`config.mk`:
```
export PLATFORM = sky130hd
export DESIGN_NAME = placar_jogo
export DESIGN_NICKNAME = d
export VERILOG_FILES = /design/src/rtl/placar_pkg.sv /design/src/rtl/detector_borda.sv /design/src/rtl/placar_jogo.sv
export SDC_FILE = /design/constraint.sdc
export NUM_CORES = 1
export LEC_CHECK = 0
export CAP_MARGIN = 20
export CORE_ASPECT_RATIO = 1.4
export CORE_MARGIN = 5
export CORE_UTILIZATION = 25
export CTS_BUF_LIST = sky130_fd_sc_hd__clkbuf_8
export DETAILED_ROUTE_END_ITERATION = 12
export GPL_TIMING_DRIVEN = 0
export SKIP_CTS_REPAIR_TIMING = 1
export SLEW_MARGIN = 15
export SYNTH_ARGS = -nofsm -noshare
export SYNTH_HDL_FRONTEND = slang
export SYNTH_SLANG_ARGS = --single-unit
```
`constraint.sdc`:
```
create_clock -name clock -period 15.76 [get_ports clock]
set_input_delay 3.152 -clock clock [delete_from_list [all_inputs] [get_ports clock]]
set_output_delay 3.152 -clock clock [all_outputs]
set_load 0.1 [all_outputs]
```
`src/rtl/placar_pkg.sv`:
```
// placar_pkg: shared types and helpers for the naval battle scoreboard.
//   estado_t      game state encoding driven on placar_jogo.estado
//   LINHAS        rows per column of the ship map
//   COLUNAS       columns of the ship map
//   CELULAS       total map cells (flattened index = coluna*LINHAS + linha)
//   popcount_mapa number of ships in a flattened map
//   bcd_tiros     tens/units of a 5-bit shot count
package placar_pkg;

  typedef enum logic [1:0] {
    OCIOSO  = 2'b00,
    JOGANDO = 2'b01,
    VITORIA = 2'b10,
    DERROTA = 2'b11
  } estado_t;

  localparam int unsigned LINHAS    = 7;
  localparam int unsigned COLUNAS   = 5;
  localparam int unsigned CELULAS   = LINHAS * COLUNAS;
  localparam int unsigned CONT_W    = 6;
  localparam int unsigned TIROS_W   = 5;

  // Ship count of the whole map; 35 cells always fit in 6 bits.
  function automatic logic [CONT_W-1:0] popcount_mapa(input logic [CELULAS-1:0] v);
    logic [CONT_W-1:0] soma;
    soma = '0;
    for (int i = 0; i < CELULAS; i++) begin
      soma = soma + CONT_W'(v[i]);
    end
    return soma;
  endfunction

  // Tens and units of a value up to 31 by repeated subtraction of ten.
  function automatic logic [7:0] bcd_tiros(input logic [TIROS_W-1:0] v);
    logic [TIROS_W-1:0] resto;
    logic [3:0]         dezena;
    resto  = v;
    dezena = 4'd0;
    for (int k = 0; k < 3; k++) begin
      if (resto >= TIROS_W'(10)) begin
        resto  = resto - TIROS_W'(10);
        dezena = dezena + 4'd1;
      end
    end
    return {dezena, 4'(resto)};
  endfunction

endpackage

```
`src/rtl/detector_borda.sv`:
```
// detector_borda: one-bit rising-edge detector.
//   clock  system clock
//   reset  synchronous, active-high; clears the history register
//   in     level input (active-high)
//   pulse  high for the cycle in which 'in' is high and was low last cycle
module detector_borda (
  input  logic clock,
  input  logic reset,
  input  logic in,
  output logic pulse
);

  logic in_q;

  // History register updated every cycle regardless of game state.
  always_ff @(posedge clock) begin
    if (reset) begin
      in_q <= 1'b0;
    end else begin
      in_q <= in;
    end
  end

  assign pulse = in & ~in_q;

endmodule

```
`src/rtl/placar_jogo.sv`:
```
// placar_jogo: shot evaluation, score and end-of-game tracker for the attack phase.
//   clock, reset          system clock, synchronous active-high reset
//   enable                high while the game is in the attack state
//   confirmar             confirm button level; edge detected internally
//   coordLinha/Coluna     target cell (row 0..6, column 0..4)
//   mapa0..mapa4          ship map, mapaN = column N, bit L = row L
//   tiros0..tiros4        already-shot bitmap, same layout as the map
//   acertos               hit count
//   tirosRestantes        shots left
//   estado                OCIOSO / JOGANDO / VITORIA / DERROTA
//   tiroAcerto/Agua/Invalido  one-cycle result pulses
//   bcdDezena/bcdUnidade  BCD of tirosRestantes (zero unless PLACAR_BCD_EN is defined)
// Build option: define PLACAR_BCD_EN to compile in the BCD converter.
module placar_jogo
  import placar_pkg::*;
#(
  parameter int unsigned MAX_TIROS = 15
) (
  input  logic         clock,
  input  logic         reset,
  input  logic         enable,
  input  logic         confirmar,
  input  logic [2:0]   coordLinha,
  input  logic [2:0]   coordColuna,
  input  logic [6:0]   mapa0,
  input  logic [6:0]   mapa1,
  input  logic [6:0]   mapa2,
  input  logic [6:0]   mapa3,
  input  logic [6:0]   mapa4,
  output logic [6:0]   tiros0,
  output logic [6:0]   tiros1,
  output logic [6:0]   tiros2,
  output logic [6:0]   tiros3,
  output logic [6:0]   tiros4,
  output logic [5:0]   acertos,
  output logic [4:0]   tirosRestantes,
  output logic [1:0]   estado,
  output logic         tiroAcerto,
  output logic         tiroAgua,
  output logic         tiroInvalido,
  output logic [3:0]   bcdDezena,
  output logic [3:0]   bcdUnidade
);

  estado_t                estado_q, estado_n;
  logic [CELULAS-1:0]     tiros_q, tiros_n;
  logic [CONT_W-1:0]      acertos_n;
  logic [CONT_W-1:0]      navios_q, navios_n;
  logic [TIROS_W-1:0]     restantes_n;
  logic                   acerto_n, agua_n, invalido_n;

  logic                   disparo;
  logic [CELULAS-1:0]     mapa_flat;
  logic [CONT_W-1:0]      alvo_idx;
  logic [CELULAS-1:0]     alvo_mask;
  logic                   coord_ok, ja_atirado, alvo_navio;

  // Button edge detector; its history updates in every state.
  detector_borda u_borda_confirmar (
    .clock (clock),
    .reset (reset),
    .in    (confirmar),
    .pulse (disparo)
  );

  // Target cell decode; the mask is only meaningful when coord_ok.
  assign mapa_flat  = {mapa4, mapa3, mapa2, mapa1, mapa0};
  assign coord_ok   = (coordLinha < 3'(LINHAS)) && (coordColuna < 3'(COLUNAS));
  assign alvo_idx   = CONT_W'(coordColuna) * CONT_W'(LINHAS) + CONT_W'(coordLinha);
  assign alvo_mask  = {{(CELULAS-1){1'b0}}, 1'b1} << alvo_idx;
  assign ja_atirado = |(tiros_q & alvo_mask);
  assign alvo_navio = |(mapa_flat & alvo_mask);

  // Next-state and counter update.
  always_comb begin
    estado_n    = estado_q;
    tiros_n     = tiros_q;
    acertos_n   = acertos;
    restantes_n = tirosRestantes;
    navios_n    = navios_q;
    acerto_n    = 1'b0;
    agua_n      = 1'b0;
    invalido_n  = 1'b0;

    if (!enable) begin
      estado_n = OCIOSO;
    end else begin
      case (estado_q)
        OCIOSO: begin
          // New game: the map is sampled only here; a same-cycle press is dropped.
          estado_n    = JOGANDO;
          tiros_n     = '0;
          acertos_n   = '0;
          restantes_n = TIROS_W'(MAX_TIROS);
          navios_n    = popcount_mapa(mapa_flat);
        end
        JOGANDO: begin
          if (disparo) begin
            if (!coord_ok || ja_atirado) begin
              invalido_n = 1'b1;
            end else begin
              tiros_n     = tiros_q | alvo_mask;
              restantes_n = tirosRestantes - TIROS_W'(1);
              if (alvo_navio) begin
                acertos_n = acertos + CONT_W'(1);
                navios_n  = navios_q - CONT_W'(1);
                acerto_n  = 1'b1;
              end else begin
                agua_n = 1'b1;
              end
              // Sinking the last ship wins even when it used the last shot.
              if (navios_n == '0) begin
                estado_n = VITORIA;
              end else if (restantes_n == '0) begin
                estado_n = DERROTA;
              end
            end
          end else if (navios_q == '0) begin
            estado_n = VITORIA;
          end
        end
        VITORIA, DERROTA: begin
          estado_n = estado_q;
        end
        default: begin
          estado_n = OCIOSO;
        end
      endcase
    end
  end

  // State, bitmap, counters and result pulses.
  always_ff @(posedge clock) begin
    if (reset) begin
      estado_q       <= OCIOSO;
      tiros_q        <= '0;
      acertos        <= '0;
      tirosRestantes <= '0;
      navios_q       <= '0;
      tiroAcerto     <= 1'b0;
      tiroAgua       <= 1'b0;
      tiroInvalido   <= 1'b0;
    end else begin
      estado_q       <= estado_n;
      tiros_q        <= tiros_n;
      acertos        <= acertos_n;
      tirosRestantes <= restantes_n;
      navios_q       <= navios_n;
      tiroAcerto     <= acerto_n;
      tiroAgua       <= agua_n;
      tiroInvalido   <= invalido_n;
    end
  end

  assign estado = estado_q;
  assign tiros0 = tiros_q[0*LINHAS +: LINHAS];
  assign tiros1 = tiros_q[1*LINHAS +: LINHAS];
  assign tiros2 = tiros_q[2*LINHAS +: LINHAS];
  assign tiros3 = tiros_q[3*LINHAS +: LINHAS];
  assign tiros4 = tiros_q[4*LINHAS +: LINHAS];

`ifdef PLACAR_BCD_EN
  // Converted from the next count so the digits change on the same edge.
  always_ff @(posedge clock) begin
    if (reset) begin
      bcdDezena  <= 4'd0;
      bcdUnidade <= 4'd0;
    end else begin
      {bcdDezena, bcdUnidade} <= bcd_tiros(restantes_n);
    end
  end
`else
  assign bcdDezena  = 4'd0;
  assign bcdUnidade = 4'd0;
`endif

endmodule

```
* Word-level counts from Yosys, hierarchy flattened
Index checks and enable logic that the tools add are counted.
** Word-level totals
- Bits in registers :: 58
- Input bits :: 45
- Output and inout bits :: 59
- Word-level logic and storage cells :: 113
** Operators by class
- Add/sub/neg operators :: 38
- Multiply operators :: 1
- Magnitude comparators :: 2
- Eq/ne operators :: 9
- Shift operators :: 1
- Muxes and demuxes :: 27
- Bitwise gates (word level) :: 9
- Reduce and logical (&&, ||, !) cells :: 17
** Operators with widths (count)
- adder 6 x 1 -> 6 bit :: 29
- bitwise AND 35 bit :: 2
- two-way mux 35 bit :: 2
- case mux 35 bit (2 select lines) :: 1
- OR reduction 35 bit :: 2
- two-way mux 6 bit :: 10
- OR 35 bit :: 1
- left shift 1 x 6 -> 35 bit (first input constant) :: 1
- case mux 6 bit (2 select lines) :: 2
- zero test 6 bit :: 2
- two-way mux 2 bit :: 5
- two-way mux 5 bit :: 2
- case mux 5 bit (2 select lines) :: 1
- AND reduction 4 bit :: 2
- adder 5 x 1 -> 6 bit :: 1
- adder 6 x 1 -> 6 bit (second input constant) :: 1
- adder 6 x 3 -> 6 bit :: 1
- less-than comparator 3 bit (second input constant) :: 2
- multiplier 3 x 3 -> 6 bit (second input constant) :: 1
- != test 2 bit (second input constant) :: 3
- != test 3 bit (second input constant) :: 2
- subtractor 6 x 1 -> 6 bit (second input constant) :: 1
- adder 4 x 1 -> 5 bit :: 1
- zero test 5 bit :: 1
- other kinds (20) :: 28

* Depth between registers and ports, before layout
- Word-level depth :: 35
- Depth in mapped cells :: 18

* Cells and area by module
Synthesis repeated with hierarchy kept, for this count alone.
** Unflattened totals
- Cells, all modules :: 573
- Area total of the unflattened synthesis :: 4805.9 µm²
** By module, submodules not included
- placar_jogo :: times used 1, cells an instance 570, area an instance 4758.3 µm², sequential area each 1141.1 µm²
- detector_borda :: times used 1, cells an instance 3, area an instance 47.5 µm², sequential area each 20.0 µm²

* Worst setup path before layout
OpenSTA, ideal clock, no wires.
- Path type :: input to register
- Start point :: input port mapa2[3]
- End point :: register navios_q[4]
- Arrival time :: 7726 ps
- Data required time :: 15665 ps
- Slack :: 7939 ps
- Stages on the path :: 18
- Path buffers :: 0
- Cells stage by stage :: fa_1 -> inv_1 -> fa_1 -> inv_1 -> fa_1 -> inv_1 -> fa_1 -> fa_1 -> fa_1 -> inv_1 -> fa_1 -> fa_1 -> a21o_1 -> a21oi_1 -> xnor2_1 -> nand2_1 -> o41ai_1 -> a221oi_1
** Between the ends
- Word-level cells in the longest chain between the ends :: 19
** RTL lines
- start, declared :: line placar_jogo.sv:27 : input logic [6:0] mapa2,
- adder 6 x 1 -> 6 bit (18 in series) :: line placar_pkg.sv:28 : soma = soma + CONT_W'(v[i]);
- case mux 6 bit (2 select lines) (*) :: line placar_jogo.sv:88 : case (estado_q)
- end signal, assigned :: line placar_jogo.sv:148 : navios_q <= navios_n;
- end, declared :: line placar_jogo.sv:48 : logic [CONT_W-1:0] navios_q, navios_n;
Mark *: on every way between the ends. The rest lies on a longest branch, timed or not. The select of a mux whose other input is x is not followed.
A chain may end at the register's enable or synchronous reset.

* Worst setup path in the final report
- Start point :: input port coordColuna[1]
- End point :: register tiros_q[9]
** Between the ends
- Word-level cells in the longest chain between the ends :: 8
** RTL lines
- start, declared :: line placar_jogo.sv:24 : input logic [2:0] coordColuna,
- multiplier 3 x 3 -> 6 bit :: line placar_jogo.sv:69 : assign alvo_idx = CONT_W'(coordColuna) * CONT_W'(LINHAS) + CONT_W'(coordLinha);
- adder 6 x 3 -> 6 bit :: line placar_jogo.sv:69
- left shift 1 x 6 -> 35 bit :: line placar_jogo.sv:70 : assign alvo_mask = {{(CELULAS-1){1'b0}}, 1'b1} << alvo_idx;
- bitwise AND 35 bit :: line placar_jogo.sv:71 : assign ja_atirado = |(tiros_q & alvo_mask);
- OR reduction 35 bit :: line placar_jogo.sv:71
- logical OR 1 bit :: line placar_jogo.sv:99 : if (!coord_ok || ja_atirado) begin
- != test 2 bit (no source line)
- AND reduction 4 bit (no source line)
- end signal, assigned :: line placar_jogo.sv:145 : tiros_q <= tiros_n;
- end, declared :: line placar_jogo.sv:46 : logic [CELULAS-1:0] tiros_q, tiros_n;
Several ways; a longest one is shown, not always the timed one. The select of a mux whose other input is x is not followed.

==> results.cfg <==
[power]
power_density_nw_per_um2 = 143
peakVddDrop_mv = 0.0874
p_leak_nw = 2.43

[critical_path]
cp_num_cells = 14
r2r_slack_ps = 12570
cp.required_ps = 16030
arrival_ps = 8510
path_delay_family = adder cells
reg2reg_from = tiros_q[4]
cp_slowest_cell = a311oi_1
crit_top_cell = fa_1
reg2reg_to = tiros_q[9]
worst-path-max-fanout = 10
r2r_cells = 9
path_class = in2reg
end_kind = register
critPathMaxStageDelay_ps = 750
worstPathCellList = clkdlybuf4s50_1 -> fa_1 -> fa_1 -> fa_1 -> buf_2 -> clkbuf_8 -> nand3b_1 -> nand2_1 -> a311oi_1 -> a41oi_2 -> nor2_2 -> buf_2 -> nand4_1 -> o21ai_1
startpoint_type = input port
crit_buf_inv = 4

[synthesis]
synth_edf_count = 0
netlist_instances = 535
ys_types = 81
synth_area_leaders = dfxtp_1, fa_1, ha_1
synth_largest_area_cell = dfxtp_1
synth_top_area_share_pct = 24.7
synth_area_um2 = 4700
syn_area_per_cell_um2 = 8.79
yosys_warnings = 0
synth.yosys.seq_area_share_pct = 24.7
ys_async_sr_fraction_pct = 0
ys_ff_latch = 58
yosys_most_used_dff = dfxtp_1

[timing]
final_max_slew_viol_count = 0
tightest_slew_ps = 1030
max_freq_mhz = 121
slew_headroom_pct = 31.1
period_share_pct = 52.3
fin_skew_ps = 10.7
rsz0062_at_grt = false
hold_violations = 0
fin_ws_ps = 7520
fin_crit_ps = 8240
setup_violations = 0
setup_tns_ps = 0

[final_layout]
area_growth_pct = 31.4
fin_cells = 896
antenna_cells = 0
fin_area_um2 = 6180
fin_nets = 746
drive_gt1_share_pct = 10.7
fillers = 1908

[global_routing]
first_global_vias = 4673
grt_overflow = 0
grt_first_pass_wirelength_mm = 25.3
grtUsageTotal_pct = 14.8
grt_antenna_before_repair = 0
grt_max_degree = 11

[min_path]
whs_path_depth = 2
hp-start = tiros_q[11]
min_to = tiros_q[11]
hp-class = reg2reg

[run_status]
status = finished clean

[detailed_routing]
drtIter0Drc = 234
ant_nets = 0
vias = 4490
dr.pass1.iters = 5
drt_wl_total_mm = 16.3
post-route-drc-count = 0
wire_per_inst_um = 18.2
via_per_inst = 5.01

[cts]
cts_buffer_depth = 2
numCtsBuffers = 9
clk_pin_slew_ps = 70
cts_tree = done
root_buffer = clkbuf_8
htree_levels = 3
worstSkewPairLatency_ps = 350
clock-sinks = 58

[placed_design]
post_dp_cell_area_um2 = 5980
hpwl_mm = 13.1
place_congestion = 0.917
place_inst = 881
place_ws_ps = 7130
io_buffers = 95

[floorplanning]
core_area_um2 = 18500
dieArea_um2 = 21700
row_count = 59
start_util_pct = 25.4
die_width_um = 126
die_y_um = 172
io_pins = 104

[run]
drv_cap = 0
[worst reg2reg max path: stages (launching register included)]
cell and delay [ps]:
dfxtp_1 330, mux2_2 270, a31oi_1 160, a2111oi_0 120
a311oi_1 720, a41oi_2 390, nor2_2 340, buf_2 300
nand4_1 260, o21ai_1 230
[through the flow]
step / power [mW] / hold WS, ps / util [%]
after detailed placement: 0.746 / 461 / 32.3
final: 0.882 / 464 / 33.3
after floorplan: 0.602 / 484 / -
after global routing: 0.957 / 496 / 33.3
after CTS: 0.889 / 470 / 33.3
after global placement: 0.746 / 455 / 32.3
[per-layer routing]
metal  part of all wire [%]  GRT usage [%]  vias to the layer above  routed length, µm
li1                       -              -                     2114                  -
met1                     38           16.4                     2160               6210
met2                     52           27.5                      171               8430
met3                    6.6           3.62                       45               1070
met4                    3.5           5.37                        0                572
met5                      0              0                        -                  0
[flip-flops by register name, summed over array words and instances (netlist names)]
register,count
tirosRestantes,5
tiros_q,35
acertos,6
estado,2
tiroAgua,1
tiroAcerto,1
navios_q,6
u_borda_confirmar.in_q,1
tiroInvalido,1
[worst max-delay path by stage]
stage                    from          end  slack, ps
3_5_place_dp         mapa0[5]  navios_q[4]       7130
5_1_grt        coordColuna[1]   tiros_q[9]       7060
6_report       coordColuna[1]   tiros_q[9]       7520
2_1_floorplan        mapa2[3]  navios_q[4]       7940
3_3_place_gp         mapa0[5]  navios_q[4]       7180
4_1_cts              mapa0[5]  navios_q[4]       7530
[report_power, final]
part / total (mW) / internal (mW) / switching (mW) / leakage [nW]
sequential: 0.166 / 0.156 / 0.0101 / 0.470
combinational: 0.577 / 0.236 / 0.341 / 1.87
clock: 0.139 / 0.0758 / 0.0632 / 0.0941
total: 0.882 / 0.467 / 0.415 / 2.43
[synth_stat cells (all sizes together) (5+ instances only)]
| master | count |
|---|---|
| nand2 | 45 |
| o21ai | 22 |
| a311oi | 5 |
| nor3 | 11 |
| a31oi | 13 |
| a221oi | 5 |
| nor2 | 48 |
| buf | 21 |
| inv | 54 |
| mux2 | 7 |
| xnor2 | 10 |
| clkbuf | 14 |
| nand4 | 10 |
| o31ai | 14 |
| nand3 | 16 |
| fa | 31 |
| mux2i | 10 |
| a41oi | 11 |
| and3b | 5 |
| dfxtp | 58 |
| a211oi | 7 |
| ha | 22 |
| a21oi | 19 |
| nand2b | 5 |
[final cells by class]
type	instances	area, µm²	area share (%)
multi-input cells	395	3090	50.1
flip-flops and latches	58	1160	18.8
repair buffers	95	951	15.4
well taps	244	305	4.94
plain buffers	35	270	4.38
inverters	54	203	3.28
clock buffers	10	138	2.23
clock inverters	5	55.1	0.891
[kinds of logic after synthesis]
group	Yosys count	share of synthesized area (%)
AOI/OAI and AO/OA	132	20.9
xor gates and xnor gates	14	2.77
adders and majority gates	53	19.1
buffers and inverters	89	10.1
DFF	58	24.7
muxes	18	4.37
other	1	0.0798
and+or+nand+nor	170	18.0
[layout by cell type, fill, tap and decap left out, drive strengths merged, types with 5 or more instances in the layout]
cell type,synthesis,routed
buf,21,21
nand2b,5,5
fa,31,31
nand2,45,45
clkbuf,14,24
clkdlybuf4s50,0,95
mux2i,10,10
xnor2,10,10
a41oi,11,11
o31ai,14,14
a211oi,7,7
dfxtp,58,58
ha,22,22
nand3,16,16
a31oi,13,13
mux2,7,7
a221oi,5,5
nand4,10,10
inv,54,54
conb,1,8
o21ai,22,22
a311oi,5,5
nor2,48,48
nor3,11,11
a21oi,19,19
and3b,5,5
(Power assumes the default switching activity.)
